File: src/rtl/mcdf_arbiter.sv
// mcdf_arbiter: three-channel priority arbiter with aging boost and tie-break.
// Define ARB_RR_TIEBREAK_EN for round-robin tie-break; otherwise the lowest index wins ties.
module mcdf_arbiter #(
    parameter int unsigned AGE_LIMIT = 4
) (
    input  logic       clk,
    input  logic       rst,
    input  logic [5:0] slv_prios,
    input  logic [2:0] slv_reqs,
    input  logic       f2a_id_req,
    output logic [2:0] a2s_acks,
    output logic [1:0] a2f_id,
    output logic       a2f_id_val
);

    typedef enum logic [1:0] {
        IDLE  = 2'd0,
        GRANT = 2'd1,
        BUSY  = 2'd2
    } state_t;

    localparam logic [3:0] AGE_MAX = 4'(AGE_LIMIT);

    state_t          state_q, state_d;
    logic [2:0][3:0] age_q, age_d;
    logic [1:0]      last_grant_q, last_grant_d;
    logic [2:0]      acks_d;
    logic [1:0]      id_d;
    logic            val_d;

    logic [1:0]      win;
    logic [1:0]      scan_ch;
    logic [2:0]      scan_key;
    logic [2:0]      best_key;
    logic            found;

`ifdef ARB_RR_TIEBREAK_EN
    function automatic logic [1:0] rr_chan(input logic [1:0] lg, input int i);
        int unsigned s;
        s = (32'(lg) + 32'd1 + 32'(i)) % 32'd3;
        return s[1:0];
    endfunction
`endif

    // Scan channels in tie-break order; strict '<' keeps the first of equal keys.
    // NOTE: every variable driven here gets a default before any branch, so no latch is inferred.
    always_comb begin
        win      = 2'd0;
        scan_ch  = 2'd0;
        scan_key = 3'b111;
        best_key = 3'b111;
        found    = 1'b0;
        for (int i = 0; i < 3; i++) begin
`ifdef ARB_RR_TIEBREAK_EN
            scan_ch = rr_chan(last_grant_q, i);
`else
            scan_ch = 2'(i);
`endif
            scan_key = {age_q[scan_ch] != AGE_MAX, slv_prios[{scan_ch, 1'b0} +: 2]};
            if (slv_reqs[scan_ch] && (!found || scan_key < best_key)) begin
                found    = 1'b1;
                best_key = scan_key;
                win      = scan_ch;
            end
        end
    end

    always_comb begin
        state_d      = state_q;
        age_d        = age_q;
        last_grant_d = last_grant_q;
        acks_d       = 3'b000;
        id_d         = a2f_id;
        val_d        = 1'b0;
        case (state_q)
            IDLE: begin
                if (f2a_id_req && slv_reqs != 3'b000) begin
                    state_d      = GRANT;
                    acks_d       = 3'b001 << win;
                    id_d         = win;
                    val_d        = 1'b1;
                    last_grant_d = win;
                    for (int k = 0; k < 3; k++) begin
                        if (2'(k) == win || !slv_reqs[k])
                            age_d[k] = 4'd0;
                        else if (age_q[k] != AGE_MAX)
                            age_d[k] = age_q[k] + 4'd1;
                    end
                end
            end
            GRANT:   state_d = BUSY;
            BUSY:    if (!f2a_id_req) state_d = IDLE;
            default: state_d = IDLE;
        endcase
    end

    // NOTE: sequential state uses non-blocking assignments so all registers update together.
    always_ff @(posedge clk) begin
        if (rst) begin
            state_q      <= IDLE;
            age_q        <= '0;
            last_grant_q <= 2'd2;
            a2s_acks     <= 3'b000;
            a2f_id       <= 2'd0;
            a2f_id_val   <= 1'b0;
        end else begin
            state_q      <= state_d;
            age_q        <= age_d;
            last_grant_q <= last_grant_d;
            a2s_acks     <= acks_d;
            a2f_id       <= id_d;
            a2f_id_val   <= val_d;
        end
    end

endmodule

File: config.mk
export PLATFORM = sky130hd
export DESIGN_NAME = mcdf_arbiter
export DESIGN_NICKNAME = d
export VERILOG_FILES = /design/src/rtl/mcdf_arbiter.sv
export SDC_FILE = /design/constraint.sdc
export NUM_CORES = 1
export LEC_CHECK = 0
export BUFFER_PORTS_ARGS = -buffer_cell sky130_fd_sc_hd__buf_4
export CORE_ASPECT_RATIO = 0.75
export CORE_MARGIN = 1.5
export CORE_UTILIZATION = 40
export CTS_BUF_LIST = sky130_fd_sc_hd__clkbuf_4 sky130_fd_sc_hd__clkbuf_8
export CTS_CLUSTER_DIAMETER = 40
export CTS_CLUSTER_SIZE = 8
export DETAILED_ROUTE_END_ITERATION = 8
export PLACE_DENSITY = 0.69
export SYNTH_ARGS = -nofsm -noshare
export SYNTH_HDL_FRONTEND = slang
export SYNTH_SLANG_ARGS = --single-unit
File: constraint.sdc
create_clock -name clk -period 5.45 [get_ports clk]
set_input_delay 0.8175 -clock clk [delete_from_list [all_inputs] [get_ports clk]]
set_output_delay 0.8175 -clock clk [all_outputs]
set_load 0.01 [all_outputs]
==> metrics.txt <==
Seq/Total Area, Yosys=0.306; initial DRC count=30; Yosys cell types=47; final design utilization=0.484; mean area per synthesized cell=9.15 um^2; antenna-violating nets left=0; unrepaired setup endpoints after global routing=no; largest net degree at the start of global routing=18; gate count after technology mapping=143; final hold vios=0; worst vdd ir=0.0914 mV; GR Util All Layers=0.163; result of the run=complete, no violations; fill cell count=just over 300; I/O Buffers=17; HP Class=flip-flop to flip-flop; routed length per instance=14.2 um; initial antenna violation count=0; first-pass GRT wire length=4650 um; Layout Area Growth over Synthesis=11.7%; met1 Use GR=0.201; crit-path max FO=9; I/O pin count=18; Top Usage Layer GRT=met2; Die Wd=just under 70 um; CTS Buffer Depth=2; Rows=17; CP Capture Type=flip-flop; hpwl dp=2150 um; final instance area=1460 um^2; Fin Clk Skew=4.46 ps; CTS tree=done; fmax=0.270 GHz; Final Setup Violations=0; Synth top area share=0.306; FF-to-FF setup slack=1840 ps; met2 usage=0.268; final period demand of the worst path=~3700 ps; Synth warnings=0; Reg2Reg Depth=15; Fin Hold WS=between 400 and 500 ps; drt drc=0; setup_tns=0 ps; synth top area cells=dfxtp_1, ha_1, buf_6, a21oi_1, nor2_1; crit path DAT=3900 ps; H-tree depth=1; crit path launch type=input pin; grt ovf=0; Worst Path Required=5650 ps; Clock Sinks=20; # resized after CTS=0; predominant post-synthesis flop cell=dfxtp_1; Die Y=roughly 53 um; worst rel slew slack=0.506; pwr dens=220 nW/um^2; Slew @ Worst Pin=736 ps; Placer Congestion=0.866; Synth area leader=dfxtp_1; maxcap violations=0; fin crit share=0.679; Nets=between 150 and 200; total CTS buffers=3; met3 Use GR=0.0519; DIE AREA=3630 um^2; hold-fix buffers at CTS=0; vias in the first global route=1072; core area=3020 um^2; #FFs+latches synth=20; Root Buffer=clkbuf_8; syn nets=165; Hold Path Stages=1; critical path class=input pin to flip-flop; starting density of the core=0.433; vias post-DR=1112; vias per cell=5.70; Post-synth EDFFs=0; Post-CTS Setup Bufs=0; Post-synth ARST share=0; Post-Syn Area=~1300 um^2; Lkg Pwr=0.000603 uW; clk slew on worst S/H paths=60 ps; dpl cell area=about 1400 um^2; WL final=2760 um; final slew viol count=0; n_diodes=0; fraction of layout instances using a drive strength above 1=0.223; Pre-antenna DRT Iters=4; worst skew pair latency=roughly 260 ps
## state kept, by name, summed over array words and instances, names as in the netlist
signal	cells
a2f_id	2
age_q	12
a2f_id_val	1
state_q	2
a2s_acks	3
## placed cells by master (no fill, tap or decap), drive strengths merged, types with 2 or more instances in the layout
master,n
xnor2,2
nor4,2
and2,3
o31ai,3
ha,10
clkbuf,3
inv,9
nand3,6
nand2,10
nand2b,2
dfxtp,20
nor2,10
nor3,5
a211oi,4
a21oi,9
nand4,3
o21a,3
o21ai,11
buf,17
o31a,2
a21o,3
a31oi,2
## worst max-delay path, cell delays in order
cell       delay (ps)
buf_4             140
and4b_1           340
ha_1              310
o21ai_1           170
o21ai_1           390
o21ai_0           150
ha_1              400
and2_1            190
a31o_2            180
o31ai_2            90
a2111oi_1         460
o21a_1            160
a41o_1            100
## final cells by class
class | instances | area, um^2 | area share
timing repair buffer | 17 | 128 | 0.0873
tap | 38 | 47.5 | 0.0325
inverter | 9 | 33.8 | 0.0231
multi-input combinational | 108 | 811 | 0.555
sequential | 20 | 400 | 0.274
clock buffer | 3 | 41.3 | 0.0283
## cells by family after synthesis
family          count (synthesis)  synth area share
buf+inv                        15            0.0746
mux                             2            0.0163
compound gates                 44             0.275
xor+xnor                        3            0.0201
fa+ha+maj                      10            0.0956
simple gates                   49             0.212
flops                          20             0.306
## metrics by stage
step	setup WS, ps	std cells	total power, uW
4_1_cts	1820	195	326
2_1_floorplan	1940	143	211
5_1_grt	1550	195	339
6_report	1750	195	321
3_5_place_dp	1570	192	229
3_3_place_gp	1650	192	228
## final timing paths
kind                    start        end
setup reg to reg     age_q[0]   age_q[8]
setup / recovery  slv_reqs[0]   age_q[8]
hold reg to reg     a2f_id[0]  a2f_id[0]
hold / removal      a2f_id[0]  a2f_id[0]
## layer usage
layer | vias to the layer above | wire length, um
li1 | 552 | -
met1 | 533 | 1330
met2 | 24 | 1290
met3 | 3 | 133
met4 | 0 | 17
met5 | - | 0
## synth_stat cells (2+ instances only)
cell type and count:
dfxtp_1 20, ha_1 10, nor2_1 10, inv_1 9
nand2_1 9, a21oi_1 8, o21ai_0 7, nand3_1 6
buf_6 5, nor3_1 5, o21ai_1 4, a211oi_1 3
a21o_1 3, nand4_1 3, o21a_1 3, o31ai_2 3
a31oi_1 2, and2_1 2, nor4_1 2, xnor2_1 2
## where the power goes
group / switching (uW) / leakage (uW) / internal (uW) / total, uW
Sequential: 4.40 / 0.000162 / 152 / 156
Clock: 45.6 / 0.0000216 / 49.3 / 94.9
Combinational: 39.6 / 0.000419 / 30.9 / 70.5
Power figures use the tool's default switching activity.
